[config.mk]
export PLATFORM = sky130hd
export DESIGN_NAME = capture_ctrl_flat
export DESIGN_NICKNAME = d
export VERILOG_FILES = /design/src/rtl/capture_ctrl_pkg.sv /design/src/rtl/capture_ctrl_if.sv /design/src/rtl/capture_ctrl_sat_counter.sv /design/src/rtl/capture_ctrl.sv /design/src/flat_wrapper.sv
export SDC_FILE = /design/constraint.sdc
export NUM_CORES = 1
export LEC_CHECK = 0
export CORE_ASPECT_RATIO = 0.9
export CORE_UTILIZATION = 40
export CTS_BUF_LIST = sky130_fd_sc_hd__clkbuf_8
export DETAILED_ROUTE_END_ITERATION = 8
export HOLD_SLACK_MARGIN = 0.02
export PLACE_DENSITY = 0.69
export SYNTH_ARGS = -nofsm -noshare
export SYNTH_HDL_FRONTEND = slang
export SYNTH_HIERARCHICAL = 1
export SYNTH_SLANG_ARGS = --single-unit
[constraint.sdc]
create_clock -name clk -period 4.91 [get_ports clk]
set_input_delay 1.2275 -clock clk [delete_from_list [all_inputs] [get_ports clk]]
set_output_delay 1.2275 -clock clk [all_outputs]
set_load 0.02 [all_outputs]
[src/rtl/capture_ctrl_pkg.sv]
// Shared definitions for the logic-analyzer capture sequencer.
// Holds the FSM state encodings, trigger-mode codes, data path address geometry and the
// trigger-condition helper used by capture_ctrl.
package capture_ctrl_pkg;

  // FSM state encodings, also exported on the status LEDs.
  localparam logic [2:0] StIdle    = 3'd0;
  localparam logic [2:0] StClear   = 3'd1;
  localparam logic [2:0] StArmed   = 3'd2;
  localparam logic [2:0] StCapture = 3'd3;
  localparam logic [2:0] StDisplay = 3'd4;

  // Trigger condition codes on trig_mode.
  typedef enum logic [1:0] {
    TrigImm  = 2'b00,
    TrigRise = 2'b01,
    TrigFall = 2'b10,
    TrigAny  = 2'b11
  } trig_mode_e;

  // Data path sample memory geometry; address bit DpDispBit flags a full buffer.
  localparam int unsigned DpAddrW   = 14;
  localparam int unsigned DpDispBit = 13;

  // Trigger condition on the previous (prev) and current (cur) synchronized sample.
  function automatic logic trig_hit(logic [1:0] mode, logic prev, logic cur);
    logic hit;
    case (mode)
      TrigRise: hit = ~prev & cur;
      TrigFall: hit = prev & ~cur;
      TrigAny:  hit = prev ^ cur;
      default:  hit = 1'b1;
    endcase
    return hit;
  endfunction

endpackage

[src/rtl/capture_ctrl_if.sv]
// Bundle of user-control, probe and data path signals around capture_ctrl.
// master: the capture sequencer (consumes probes/controls, drives data path controls).
// slave:  the surrounding system (user controls, probes, the four data paths).
interface capture_ctrl_if;
  // Inputs to the sequencer.
  logic [3:0] ch_in;
  logic       arm;
  logic       abort;
  logic [1:0] trig_ch;
  logic [1:0] trig_mode;
  logic       zoom_inc;
  logic       zoom_dec;
  logic       off_inc;
  logic       off_dec;
  logic [3:0] dp_full;
  // Outputs from the sequencer.
  logic       dp_reset;
  logic       dp_start;
  logic [3:0] zoom;
  logic [2:0] offset;
  logic [2:0] state;
  logic       timed_out;
  logic       busy;

  modport master (
    input  ch_in, arm, abort, trig_ch, trig_mode, zoom_inc, zoom_dec, off_inc, off_dec,
           dp_full,
    output dp_reset, dp_start, zoom, offset, state, timed_out, busy
  );

  modport slave (
    output ch_in, arm, abort, trig_ch, trig_mode, zoom_inc, zoom_dec, off_inc, off_dec,
           dp_full,
    input  dp_reset, dp_start, zoom, offset, state, timed_out, busy
  );
endinterface

[src/rtl/capture_ctrl_sat_counter.sv]
// Saturating up/down counter used for the zoom and offset settings.
// Ports: clk_i, rst_ni (async active-low), inc_i/dec_i (single-cycle pulses),
//        count_o (current value, held within 0..MAX).
// inc_i and dec_i together leave the count unchanged.
module capture_ctrl_sat_counter #(
  parameter int unsigned      WIDTH = 4,
  parameter logic [WIDTH-1:0] MAX   = '1
) (
  input  logic             clk_i,
  input  logic             rst_ni,
  input  logic             inc_i,
  input  logic             dec_i,
  output logic [WIDTH-1:0] count_o
);

  logic [WIDTH-1:0] count_d, count_q;

  always_comb begin
    count_d = count_q;
    if (inc_i && !dec_i && (count_q < MAX)) begin
      count_d = count_q + 1'b1;
    end else if (dec_i && !inc_i && (count_q != '0)) begin
      count_d = count_q - 1'b1;
    end
  end

  always_ff @(posedge clk_i or negedge rst_ni) begin
    if (!rst_ni) begin
      count_q <= '0;
    end else begin
      count_q <= count_d;
    end
  end

  assign count_o = count_q;

endmodule

[src/rtl/capture_ctrl.sv]
// Capture sequencer for the 4-channel logic analyzer.
// Runs idle -> clear -> armed -> capture -> display and drives the shared reset/start/zoom/
// offset controls of the four data paths.
// Ports: clk (rising edge), reset (async, active-low), bus (capture_ctrl_if.master):
//   inputs  ch_in (async probes), arm, abort, trig_ch, trig_mode, zoom/off inc/dec, dp_full
//   outputs dp_reset, dp_start, zoom, offset, state, timed_out, busy (all from registers)
module capture_ctrl
  import capture_ctrl_pkg::*;
#(
  parameter int unsigned          CLEAR_CYCLES = 4,
  parameter int unsigned          TIMEOUT_W    = 24,
  parameter logic [TIMEOUT_W-1:0] TIMEOUT      = 24'hFF_FFFF,
  parameter logic [3:0]           ZOOM_MAX     = 4'd9
) (
  input logic            clk,
  input logic            reset,
  capture_ctrl_if.master bus
);

  localparam int unsigned ClrW = (CLEAR_CYCLES > 1) ? $clog2(CLEAR_CYCLES) : 1;
  localparam logic [ClrW-1:0]      ClrLast = ClrW'(CLEAR_CYCLES - 1);
  localparam logic [TIMEOUT_W-1:0] TmoLast = TIMEOUT - 1'b1;

  logic [3:0]           ch_s1_q, ch_s2_q;
  logic                 prev_q;
  logic                 trig_d, trig_q;
  logic                 arm_q;
  logic                 arm_rise;
  logic                 sel_s;
  logic [2:0]           state_d, state_q;
  logic [ClrW-1:0]      clr_cnt_d, clr_cnt_q;
  logic [TIMEOUT_W-1:0] tmo_cnt_d, tmo_cnt_q;
  logic                 timed_out_d, timed_out_q;

  assign sel_s    = ch_s2_q[bus.trig_ch];
  assign arm_rise = bus.arm & ~arm_q;

  // Trigger compare is registered; it is only armed while in ARMED so that an edge seen
  // during CLEAR cannot leak into the first ARMED cycle.
  assign trig_d = (state_q == StArmed) && trig_hit(bus.trig_mode, prev_q, sel_s);

  always_comb begin
    state_d     = state_q;
    clr_cnt_d   = clr_cnt_q;
    tmo_cnt_d   = tmo_cnt_q;
    timed_out_d = timed_out_q;
    case (state_q)
      StIdle, StDisplay: begin
        if (arm_rise) begin
          state_d     = StClear;
          clr_cnt_d   = '0;
          timed_out_d = 1'b0;
        end
      end
      StClear: begin
        if (bus.abort) begin
          state_d = StIdle;
        end else if (clr_cnt_q == ClrLast) begin
          state_d = StArmed;
        end else begin
          clr_cnt_d = clr_cnt_q + 1'b1;
        end
      end
      StArmed: begin
        if (bus.abort) begin
          state_d = StIdle;
        end else if ((bus.trig_mode == TrigImm) || trig_q) begin
          state_d   = StCapture;
          tmo_cnt_d = '0;
        end
      end
      StCapture: begin
        // Priority: abort, then all channels full, then timeout.
        if (bus.abort) begin
          state_d = StIdle;
        end else if (&bus.dp_full) begin
          state_d = StDisplay;
        end else if (tmo_cnt_q == TmoLast) begin
          state_d     = StDisplay;
          timed_out_d = 1'b1;
        end else begin
          tmo_cnt_d = tmo_cnt_q + 1'b1;
        end
      end
      default: state_d = StIdle;
    endcase
  end

  always_ff @(posedge clk or negedge reset) begin
    if (!reset) begin
      ch_s1_q     <= '0;
      ch_s2_q     <= '0;
      prev_q      <= 1'b0;
      trig_q      <= 1'b0;
      arm_q       <= 1'b0;
      state_q     <= StIdle;
      clr_cnt_q   <= '0;
      tmo_cnt_q   <= '0;
      timed_out_q <= 1'b0;
    end else begin
      ch_s1_q     <= bus.ch_in;
      ch_s2_q     <= ch_s1_q;
      prev_q      <= sel_s;
      trig_q      <= trig_d;
      arm_q       <= bus.arm;
      state_q     <= state_d;
      clr_cnt_q   <= clr_cnt_d;
      tmo_cnt_q   <= tmo_cnt_d;
      timed_out_q <= timed_out_d;
    end
  end

  // Outputs decode the state register only, so nothing passes combinationally from inputs.
  assign bus.state     = state_q;
  assign bus.dp_reset  = (state_q == StClear);
  assign bus.dp_start  = (state_q == StCapture);
  assign bus.busy      = (state_q == StClear) || (state_q == StArmed) || (state_q == StCapture);
  assign bus.timed_out = timed_out_q;

  capture_ctrl_sat_counter #(
    .WIDTH(4),
    .MAX  (ZOOM_MAX)
  ) u_zoom (
    .clk_i  (clk),
    .rst_ni (reset),
    .inc_i  (bus.zoom_inc),
    .dec_i  (bus.zoom_dec),
    .count_o(bus.zoom)
  );

  capture_ctrl_sat_counter #(
    .WIDTH(3),
    .MAX  (3'd7)
  ) u_offset (
    .clk_i  (clk),
    .rst_ni (reset),
    .inc_i  (bus.off_inc),
    .dec_i  (bus.off_dec),
    .count_o(bus.offset)
  );

endmodule

[src/flat_wrapper.sv]
// flat-port wrapper written by rule: the top's interface ports become plain ports
module capture_ctrl_flat import capture_ctrl_pkg::*;
#(
  parameter int unsigned          CLEAR_CYCLES = 4,
  parameter int unsigned          TIMEOUT_W    = 24,
  parameter logic [TIMEOUT_W-1:0] TIMEOUT      = 24'hFF_FFFF,
  parameter logic [3:0]           ZOOM_MAX     = 4'd9
)
  (clk, reset, bus_ch_in, bus_arm, bus_abort, bus_trig_ch, bus_trig_mode, bus_zoom_inc, bus_zoom_dec, bus_off_inc, bus_off_dec, bus_dp_full, bus_dp_reset, bus_dp_start, bus_zoom, bus_offset, bus_state, bus_timed_out, bus_busy);
  capture_ctrl_if bus_i ();
  input logic clk;
  input logic reset;
  input wire logic [$bits(bus_i.ch_in)-1:0] bus_ch_in;
  input wire logic [$bits(bus_i.arm)-1:0] bus_arm;
  input wire logic [$bits(bus_i.abort)-1:0] bus_abort;
  input wire logic [$bits(bus_i.trig_ch)-1:0] bus_trig_ch;
  input wire logic [$bits(bus_i.trig_mode)-1:0] bus_trig_mode;
  input wire logic [$bits(bus_i.zoom_inc)-1:0] bus_zoom_inc;
  input wire logic [$bits(bus_i.zoom_dec)-1:0] bus_zoom_dec;
  input wire logic [$bits(bus_i.off_inc)-1:0] bus_off_inc;
  input wire logic [$bits(bus_i.off_dec)-1:0] bus_off_dec;
  input wire logic [$bits(bus_i.dp_full)-1:0] bus_dp_full;
  output wire logic [$bits(bus_i.dp_reset)-1:0] bus_dp_reset;
  output wire logic [$bits(bus_i.dp_start)-1:0] bus_dp_start;
  output wire logic [$bits(bus_i.zoom)-1:0] bus_zoom;
  output wire logic [$bits(bus_i.offset)-1:0] bus_offset;
  output wire logic [$bits(bus_i.state)-1:0] bus_state;
  output wire logic [$bits(bus_i.timed_out)-1:0] bus_timed_out;
  output wire logic [$bits(bus_i.busy)-1:0] bus_busy;
  assign bus_i.ch_in = bus_ch_in;
  assign bus_i.arm = bus_arm;
  assign bus_i.abort = bus_abort;
  assign bus_i.trig_ch = bus_trig_ch;
  assign bus_i.trig_mode = bus_trig_mode;
  assign bus_i.zoom_inc = bus_zoom_inc;
  assign bus_i.zoom_dec = bus_zoom_dec;
  assign bus_i.off_inc = bus_off_inc;
  assign bus_i.off_dec = bus_off_dec;
  assign bus_i.dp_full = bus_dp_full;
  assign bus_dp_reset = bus_i.dp_reset;
  assign bus_dp_start = bus_i.dp_start;
  assign bus_zoom = bus_i.zoom;
  assign bus_offset = bus_i.offset;
  assign bus_state = bus_i.state;
  assign bus_timed_out = bus_i.timed_out;
  assign bus_busy = bus_i.busy;
  capture_ctrl #(.CLEAR_CYCLES(CLEAR_CYCLES), .TIMEOUT_W(TIMEOUT_W), .TIMEOUT(TIMEOUT), .ZOOM_MAX(ZOOM_MAX)) u_core (.clk(clk), .reset(reset), .bus(bus_i));
endmodule
* After elaboration in Yosys (flattened, before gate mapping)
Index checks and enable logic that the tools add are counted.
** Cells by class
- Mux-type cells :: 31
- Add/subtract/negate cells :: 6
- Equality and inequality tests :: 21
- $lt $le $gt $ge :: 3
- Bitwise operators :: 7
- Reductions and logical operators :: 31
** Operators with widths (number)
- $mux 24 :: 5
- $pmux 24 s2 :: 1
- $mux 3 :: 10
- $add 24x1->24 const B :: 1
- $eq 24x24->1 const B :: 1
- $ne 2x2->1 const B :: 6
- $pmux 3 s4 :: 1
- $reduce_and 4->1 :: 3
- $reduce_bool 2->1 :: 5
- $logic_and 1x1->1 :: 9
- $mux 4 :: 2
- $eq 2x2->1 const B :: 3
- $eq 3x2->1 const B :: 2
- $mux 2 :: 3
- $ne 2x1->1 const B :: 3
- $ne 3x2->1 const B :: 2
- $reduce_and 6->1 :: 1
- $mux 1 :: 5
- $reduce_and 5->1 :: 1
- $add 4x1->4 const B :: 1
- $logic_not 1->1 :: 4
- $lt 4x4->1 const B :: 1
- $ne 4x2->1 const B :: 1
- $pmux 2 s2 :: 1
- other kinds (21) :: 27
** Word-level totals
- Word-level logic and storage cells :: 110
- Bits in registers :: 48
- Output and inout port bits :: 14

* Longest topological paths before layout
Gate-level depths: netlist of the first run.
- Depth in word-level cells :: 6
- Depth in mapped cells :: 10

* Hierarchy
Netlist of the first run, hierarchy kept.
** Modules (own cells, without submodules)
- capture_ctrl :: area an instance 2417.3 µm², times used 1, cells an instance 230
- capture_ctrl_sat_counter (u_core.u_offset) :: area an instance 309.0 µm², times used 1, cells an instance 36
- capture_ctrl_sat_counter (u_core.u_zoom) :: area an instance 280.3 µm², times used 1, cells an instance 23

* Worst setup path before layout of the first run
OpenSTA, ideal clock, no wires.
- Path type :: in2reg
- Start point :: input bus_zoom_inc
- End point :: register u_core.u_zoom.count_q[3] (netlist: u_core/u_zoom/count_o[3])
- Arrival time :: 2.645 ns
- Library setup time :: 0.138 ns
- Stages :: 6
- Setup slack :: 2.127 ns
- Cells stage by stage :: nor2b_1 -> nand2_1 -> ha_1 -> a21o_1 -> a21oi_2 -> mux4_2
** Between the ends
- Longest elaborated chain between the ends :: 4
** Ends and longest elaborated chain
- start, declared :: line flat_wrapper.sv:18 : input wire logic [$bits(bus_i.zoom_inc)-1:0] bus_zoom_inc;
- $logic_not 1->1 :: line capture_ctrl_sat_counter.sv:22 : end else if (dec_i && !inc_i && (count_q != '0)) begin
- $logic_and 1x1->1 (2 in series) :: line capture_ctrl_sat_counter.sv:22
- $reduce_bool 2->1 (no line)
- end signal, assigned :: line capture_ctrl_sat_counter.sv:31 : count_q <= count_d;
- end, declared :: line capture_ctrl_sat_counter.sv:16 : logic [WIDTH-1:0] count_d, count_q;
Parallel ways exist; a longest one is shown, timed or not.
A chain may end at the register's enable or synchronous reset.

* Worst setup path in the final report of the first run
- Start point :: register u_core.state_q[0] (netlist: u_core/bus.state[0])
- End point :: output bus_dp_start
** Between the ends
- Longest elaborated chain between the ends :: 1
** Ends and longest elaborated chain
- start, declared :: line capture_ctrl.sv:30 : logic [2:0] state_d, state_q;
- start signal, assigned :: line capture_ctrl.sv:96 : state_q <= StIdle;
- start signal, assigned :: line capture_ctrl.sv:106 : state_q <= state_d;
- $eq 3x2->1 :: line capture_ctrl.sv:116 : assign bus.dp_start = (state_q == StCapture);
- end, declared :: line flat_wrapper.sv:24 : output wire logic [$bits(bus_i.dp_start)-1:0] bus_dp_start;
Every way passes these cells.

==> results.md, run 1 <==
Status:
- The flow ran to the end, and the final reports show no timing, DRC or antenna violations.

Timing:
- The clock period could shrink to 3.57 ns.
- Hold timing on the final database bottoms out at a slack of 0.355 ns.
- The number of failing hold endpoints at the final stage is 0.
- The part of the cycle the worst path needs is 72.7%.
- The pin slew with the least headroom to its limit is 1.04 ns.
- The worst pin sits at a relative slew slack of 30.7%.
- Setup repair after global routing left no endpoint under its margin.
- The total negative slack is 0 ns.
- The highest clock frequency the design can meet is 280 MHz.
- The worst clock skew is 0.0131 ns.
- The post-layout worst setup margin is 1.34 ns.
- Setup violations remaining at the end of the flow were counted as 0.
- The max-slew violation count was 0.

Final layout:
- From synthesis to final layout, the design area changed by 13.9%.
- 0 antenna diodes ended up in the layout.
- The non-filler instance count after layout is 404.
- Cells with a size suffix above 1 make up 15.8% of the layout.
- The number of nets in the layout is 339.

Synth:
- The post-synthesis cell area is 3010 um^2.
- Synthesis instantiated 65 different standard cells from the library.
- Synthesis produced a netlist with a net count of 318.
- By count the netlist is led by dfrtp_1 (48), o31ai_1 (20), nand2_1 (18).
- The share of flip-flops with an asynchronous set or reset is 100%.
- The cell type with the highest aggregate area in the netlist is dfrtp_1.
- Yosys mapped a number of flops with a built-in enable equal to 0.
- The synthesized design contains 48 register bits.
- In this run the biggest area consumer among cell types represents 40.0% of the synthesized area.
- A synthesized cell averages 10.4 um^2.
- The cell count after synthesis is 289.
- During synthesis, Yosys emitted a total of 6 warnings.
- By area the synthesized netlist is led by dfrtp_1 (40%), o31ai_2 (6.7%), o31ai_1 (5.0%).
- The most used flip-flop cell after synthesis is dfrtp_1.
- dfrtp_1 is the most common cell in the netlist.
- The share of synthesized area occupied by flip-flops and latches is 40.0%.

Run:
- The tool flagged a number of max-cap violations equal to 0.

Critical path:
- The startpoint type of the worst setup path is a flip-flop.
- At the worst endpoint, the required time is 3.68 ns.
- The critical path capture point type is an output pin.
- The critical path is of the flip-flop to output pin type.
- The largest fanout on the critical path is 24.
- For the worst setup path, the data arrival time is 2.34 ns.

Drt:
- The detailed router finished its first iteration with 161 violations.
- The final antenna-violating net count is 0.
- The average wire per standard cell is 15.0 um.
- The total number of vias is 2316.
- The first detailed-routing pass ran for 4 iterations.
- In the routed layout, each cell is associated on average with a via count of 5.73.
- Summed over all layers, the routed wires come to 6050 um.
- The remaining routing DRC violations is 0.

Power and ir drop:
- In this run the static leakage power is 1.41 nW.
- IR analysis of the VDD net gives a maximum drop of 0.234 mV.
- The final total power is 1.38 mW.
- For this design the ratio of total power to cell area is 402 nW/um^2.

Die:
- The die footprint is 7870 um^2.
- The die is 84.3 um tall.
- The starting utilization of the core area is 42.1%.
- The die width is 93.4 um.
- In this run the count of I/O pins placed on the die edge is 34.
- The core region is 7150 um^2.
- The standard-cell row count is 29.

Placed design:
- Routability-driven placement finished with a final weighted congestion of 0.741.
- The cell total after placement is 396.
- The pre-CTS setup slack is 1.03 ns.
- The count of buffers added on input and output ports is 33.
- After legalization and detailed placement, the total HPWL measured 4170 um.

Global routing:
- The total congestion overflow is 0.
- The first global-routing pass estimated 10300 um of wire.
- The number of global-route vias before repair is 2155.
- The number of antenna violations at the first check in global routing is 0.
- The overall global routing resource usage is 16.2%.
- Entering global routing, the biggest net connects 49 pins.

Clocking:
- The clock net in this run drives a total of 48 sinks.
- CTS placed an instance of clkbuf_8 at the clock tree root.
- The maximum buffer depth of the clock tree is 2.
- Clock-pin slew was measured on the worst setup and hold paths at 0.10 ns.
- The number of gates resized after CTS was 0.
- The hold buffer count at CTS is 0.
- The clock tree from TritonCTS is yes.
- After clock tree synthesis, the setup repair step added 0 buffers.
- The clock latency at the later pin of the worst-skew pair is 0.31 ns.
- The total clock buffers created by CTS is 5.
- In this run the number of H-tree levels came out at 2.

Worst hold path:
- In this run the worst hold path is classified as flip-flop to flip-flop.
==> report_power, final <==
| part | total [mW] | switching [mW] | internal (mW) |
|---|---|---|---|
| clock network | 0.286 | 0.135 | 0.151 |
| registers | 0.553 | 0.104 | 0.450 |
| logic | 0.537 | 0.271 | 0.267 |
==> routing by layer <==
layer	vias up	routed length (um)	part of all wire, %	GRT usage (%)
li1	1139	-	-	-
met1	1124	2960	49	23.1
met2	45	2790	46	25.0
met3	8	239	3.9	3.08
met4	0	64	1.1	4.48
met5	-	0	0	0
==> path summary, 6_finish.rpt <==
| kind | startpoint | slack, ns | to | cells after the start |
|---|---|---|---|---|
| worst max-delay path | u_core/bus.state[0]$_DFFE_PN0P_ | 1.34 | bus_dp_start | 4 |
| worst min-delay path | u_core/ch_s1_q[2]$_DFF_PN0_ | 0.36 | u_core/ch_s2_q[2]$_DFF_PN0_ | 0 |
| worst max register to register | u_core/tmo_cnt_q[4]$_DFFE_PN0P_ | 1.83 | u_core/tmo_cnt_q[3]$_DFFE_PN0P_ | 6 |
| worst min register to register | u_core/ch_s1_q[2]$_DFF_PN0_ | 0.36 | u_core/ch_s2_q[2]$_DFF_PN0_ | 0 |
| max in group asynchronous | reset | 3.49 | u_core/tmo_cnt_q[2]$_DFFE_PN0P_ | 2 |
| min in group asynchronous | reset | 0.99 | u_core/clr_cnt_q[1]$_DFFE_PN0P_ | 2 |
==> cells in the final DEF, fill, tap and decap left out, types with 3 or more instances in the layout <==
cell              n
a21oi_1           9
a31oi_1           6
and2_1            4
and3_1            7
and4_1            4
clkbuf_8          5
clkdlybuf4s50_1  32
dfrtp_1          48
ha_1              7
inv_1            10
mux2_2            4
nand2_1          18
nand2b_1          4
nand3_1          11
nand4_1           8
nor2_1           16
nor2b_1           4
nor3_1            3
nor3b_1           4
nor4_1            4
o21ai_0           8
o21ai_2           3
o31ai_1          20
o31ai_2          16
o41ai_1           4
xor2_1            3
==> state kept, by name, indices dropped and copies added (netlist names), 2 cells and up <==
name / count
u_core/tmo_cnt_q: 24
u_core/u_zoom/count_o: 4
u_core/clr_cnt_q: 2
u_core/u_offset/count_o: 3
u_core/bus.state: 3
u_core/ch_s1_q: 4
u_core/ch_s2_q: 4
==> layout make-up <==
class / count / area (um^2)
clock inverters: 3 / 42.5
inverters: 11 / 46.3
well taps: 93 / 116
fillers: 674 / 3720
clock buffers: 5 / 68.8
repair buffers: 35 / 340
flip-flops and latches: 48 / 1200
multi-input cells: 209 / 1610
==> stage by stage <==
stage / instance area [um^2] / util [%]
floorplan: 3010 / -
global placement: 3310 / 46.4
detailed placement: 3310 / 46.4
CTS: 3420 / 47.9
global route: 3420 / 47.9
finish: 3420 / 47.9
==> critical path, cell delays in order (launching register included) <==
cell,delay [ns]
dfrtp_1,0.49
nand2_1,0.10
or2_1,0.75
clkinv_4,0.12
clkdlybuf4s50_1,0.57
==> logic make-up after synthesis <==
family	Yosys count	synth area share [%]
AO/OA/AOI/OAI	88	24.4
XOR/XNOR	3	0.874
adder cells (fa/ha/maj)	9	4.24
buffers and inverters	32	6.53
flip-flops	48	39.9
multiplexers	7	3.33
AND/OR/NAND/NOR	102	20.7
No activity file was read; power rests on OpenSTA's default activity.
==> inputs of run 2 (changes only) <==
--- a/config.mk
+++ b/config.mk
@@ -10,7 +10,7 @@
 export CTS_BUF_LIST = sky130_fd_sc_hd__clkbuf_8
 export DETAILED_ROUTE_END_ITERATION = 8
 export HOLD_SLACK_MARGIN = 0.02
-export PLACE_DENSITY = 0.69
+export PLACE_DENSITY = 0.71
 export SYNTH_ARGS = -nofsm -noshare
 export SYNTH_HDL_FRONTEND = slang
 export SYNTH_HIERARCHICAL = 1
==> constraint.sdc (replaced) <==
create_clock -name clk -period 2.95 [get_ports clk]
set_input_delay 0.7375 -clock clk [delete_from_list [all_inputs] [get_ports clk]]
set_output_delay 0.7375 -clock clk [all_outputs]
set_load 0.02 [all_outputs]
==> results.md, run 2 (synthesis gave the netlist of run 1 again) <==
Critical path:
- Worst-path cell chain: nor3b_1, clkdlybuf4s50_1 (was nand2_1, or2_1, clkinv_4, clkdlybuf4s50_1).
- The buffering stage count on the worst path with inverters included came to 1 (was 2).
- The critical path class is flip-flop to output pin (unchanged).
- The largest stage delay on the critical path was 0.69 ns (was 0.75 ns).
- The critical path depth was 2 (was 4).
- The register-to-register setup slack is 0.77 ns (was 1.83 ns).
- The cell class contributing the biggest share of worst-path delay is buffers and inverters (was simple AND/OR/NAND/NOR gates).
- The end of the worst register-to-register path is u_core/tmo_cnt_q[20]$_DFFE_PN0P_ (was u_core/tmo_cnt_q[3]$_DFFE_PN0P_).
- The worst-path cell with the longest stage delay is clkdlybuf4s50_1 (was or2_1).
- The critical path capture point type is an output pin (unchanged).
- The largest fanout on the critical path was 10 (was 24).
- The origin of the critical flop-to-flop path is u_core/tmo_cnt_q[0]$_DFFE_PN0P_ (was u_core/tmo_cnt_q[4]$_DFFE_PN0P_).
- The critical path endpoint is bus_dp_reset (was bus_dp_start).
- The logic depth of the worst register-to-register path is 6 (unchanged).
- The arrival time of the worst setup path is 1.88 ns (was 2.34 ns).
- The worst endpoint required time was 2.21 ns (was 3.68 ns).
- The timing startpoint of the critical path was u_core/bus.state[0]$_DFFE_PN0P_ (unchanged).
- The startpoint type of the worst setup path is a flip-flop (unchanged).

Global routing:
- The pin count of the biggest net entering global routing was 29 (was 49).
- The number of antenna violations at the first check in global routing came to 0 (unchanged).
- The first-pass GRT wire length is 11100 um (was 10300 um).
- The total congestion overflow came to 0 (unchanged).
- The overall global routing resource usage is 17.5% (was 16.2%).
- The number of global-route vias before repair came to 2273 (was 2155).

Clocking:
- The clock-pin slew on the worst setup and hold paths was 0.09 ns (was 0.10 ns).
- The maximum buffer depth of the clock tree is 2 (unchanged).
- The clock tree root driver cell is clkbuf_8 (unchanged).
- The maximum level of the CTS H-tree is 2 (unchanged).
- The clock tree from TritonCTS is yes (unchanged).
- The clock sink total is 48 (unchanged).
- The total clock buffers created by CTS came to 5 (unchanged).
- The clock latency at the later pin of the worst-skew pair was 0.30 ns (was 0.31 ns).
- The number of buffers inserted by post-CTS setup repair is 0 (unchanged).
- The post-CTS resize count is 0 (unchanged).
- The hold buffer count at CTS is 0 (unchanged).

Final layout:
- The fill cell total of the finished layout is 654 (was 674).
- The number of antenna cells inserted came to 0 (unchanged).
- The most frequent standard cell in the layout excluding fill and tap cells is dfrtp_1 (unchanged).
- The final core utilization is 48.7% (was 47.9%).
- The register containing the most flip-flops in the final layout is u_core/tmo_cnt_q (unchanged).
- The share of cells above drive strength 1 is 17.6% (was 15.8%).
- The number of nets in the layout was 347 (was 339).
- Commonest cells after routing, fill and taps aside: dfrtp_1 (48), clkdlybuf4s50_1 (32), o31ai_1 (20), nand2_1 (18) (unchanged).
- The relative area change from synthesis to final layout is 15.7% (was 13.9%).
- The non-filler instance count after layout is 412 (was 404).
- The number of flip-flops in the largest register came to 24 (unchanged).

Drt:
- The aggregate routed wire length is 6460 um (was 6050 um).
- The number of DRC markers after the initial detailed-route iteration is 146 (was 161).
- The total number of vias is 2385 (was 2316).
- The first-pass iteration count of the detailed router is 4 (unchanged).
- The detail-routed via count per cell came to 5.79 (was 5.73).
- The final antenna-violating net count is 0 (unchanged).
- The remaining routing DRC violations is 0 (unchanged).
- The average wire per standard cell came to 15.7 um (was 15.0 um).

Timing:
- The post-layout worst setup margin is 0.334 ns (was 1.34 ns).
- The count of endpoints failing setup in the final report is 0 (unchanged).
- The part of the cycle the worst path needs is 88.7%.
- The total negative slack is 0 ns (unchanged).
- The max-slew violation count was 0 (unchanged).
- The number of failing hold endpoints at the final stage is 0 (unchanged).
- The worst slew slack as a fraction of its limit is 57.7% (was 30.7%).
- The worst clock skew came to 0.0140 ns (was 0.0131 ns).
- The worst hold margin was 0.354 ns (was 0.355 ns).
- The shortest period the worst path allows is 2.62 ns.
- The highest clock frequency the design can meet is 382 MHz.
- The pin slew with the least headroom to its limit is 0.634 ns (was 1.04 ns).
- RSZ-0062 raised after global routing: no (unchanged).

Worst hold path:
- The kind of path behind the tightest hold check is flip-flop to flip-flop (unchanged).

Power and ir drop:
- The leakage power summed over all cells is 1.45 nW (was 1.41 nW).
- The peak supply drop is 0.511 mV (was 0.234 mV).
- The power density normalized to cell area is 648 nW/um^2 (was 402 nW/um^2).

Die:
- The placeable core region is 7150 um^2 (unchanged).
- The die footprint came to 7870 um^2 (unchanged).
- The overall die height is 84.3 um (unchanged).
- The I/O pin total was 34 (unchanged).
- The starting utilization of the core area was 42.1% (unchanged).
- The die width is 93.4 um (unchanged).
- The standard-cell row count is 29 (unchanged).

Placed design:
- The final weighted congestion of routability-driven global placement is 0.771 (was 0.741).
- The final HPWL from detailed placement is 4440 um (was 4170 um).
- The count of port buffers added during placement is 33 (unchanged).
- The cell total after placement was 404 (was 396).
- The pre-CTS setup slack is 0.0484 ns (was 1.03 ns).

Status:
- Outcome: finished, final reports clean (unchanged).

Run:
- The max-capacitance violation count is 0 (unchanged).
## run 2: cell count changes in the layout (fill, tap and decap cells not counted)
| cell | previous run | this run |
|---|---|---|
| buf_4 | 2 | 9 |
| bufinv_16 | 1 | 0 |
| inv_1 | 10 | 11 |
| clkbuf_8 | 5 | 6 |
| buf_12 | 0 | 1 |
| clkinv_2 | 1 | 0 |
## run 2: area by class of cell
class | count | area [um^2] | area share [%]
Tap cell | 93 | 116 | 3.34
Timing Repair Buffer | 43 | 413 | 11.9
Clock inverter | 2 | 11.3 | 0.324
Clock buffer | 6 | 82.6 | 2.37
Multi-Input combinational cell | 209 | 1610 | 46.2
Sequential cell | 48 | 1200 | 34.5
Inverter | 11 | 46.3 | 1.33
## run 2: stage by stage
step / total power, mW / instance area [um^2]
after floorplan: 1.54 / 3010
after global placement: 1.82 / 3390
after detailed placement: 1.86 / 3390
after CTS: 2.27 / 3480
after global routing: 2.41 / 3480
final: 2.25 / 3480
## run 2: layer usage
layer	vias up	track usage [%]	share of wire, %
met5	-	0	0
met4	0	4.62	0.46
met3	2	3.08	3.2
met2	43	27.9	48
met1	1183	24.4	48
li1	1157	-	-
## run 2: how the worst min path moves through the flow
stage	depth (start not counted)	slack, ns	end	from
finish	0	0.35	u_core/ch_s2_q[3]$_DFF_PN0_	u_core/ch_s1_q[3]$_DFF_PN0_
global route	0	0.37	u_core/ch_s2_q[1]$_DFF_PN0_	u_core/ch_s1_q[1]$_DFF_PN0_
CTS	0	0.35	u_core/ch_s2_q[3]$_DFF_PN0_	u_core/ch_s1_q[3]$_DFF_PN0_
detailed placement	0	0.33	u_core/ch_s2_q[3]$_DFF_PN0_	u_core/ch_s1_q[3]$_DFF_PN0_
global placement	0	0.34	u_core/ch_s2_q[0]$_DFF_PN0_	u_core/ch_s1_q[0]$_DFF_PN0_
floorplan	0	0.33	u_core/ch_s2_q[0]$_DFF_PN0_	u_core/ch_s1_q[0]$_DFF_PN0_
## run 2: where the power goes
group	leakage [nW]	internal (mW)	switching, mW
clock	0.0486	0.187	0.222
sequential	0.628	0.748	0.177
combinational	0.772	0.455	0.463
## run 2: worst reg2reg max path: cells and delay by family (launching register included)
kind | cells | cell delay [ns]
compound gates | 3 | 0.58
fa+ha+maj | 1 | 0.24
flops | 1 | 0.44
simple gates | 2 | 0.78
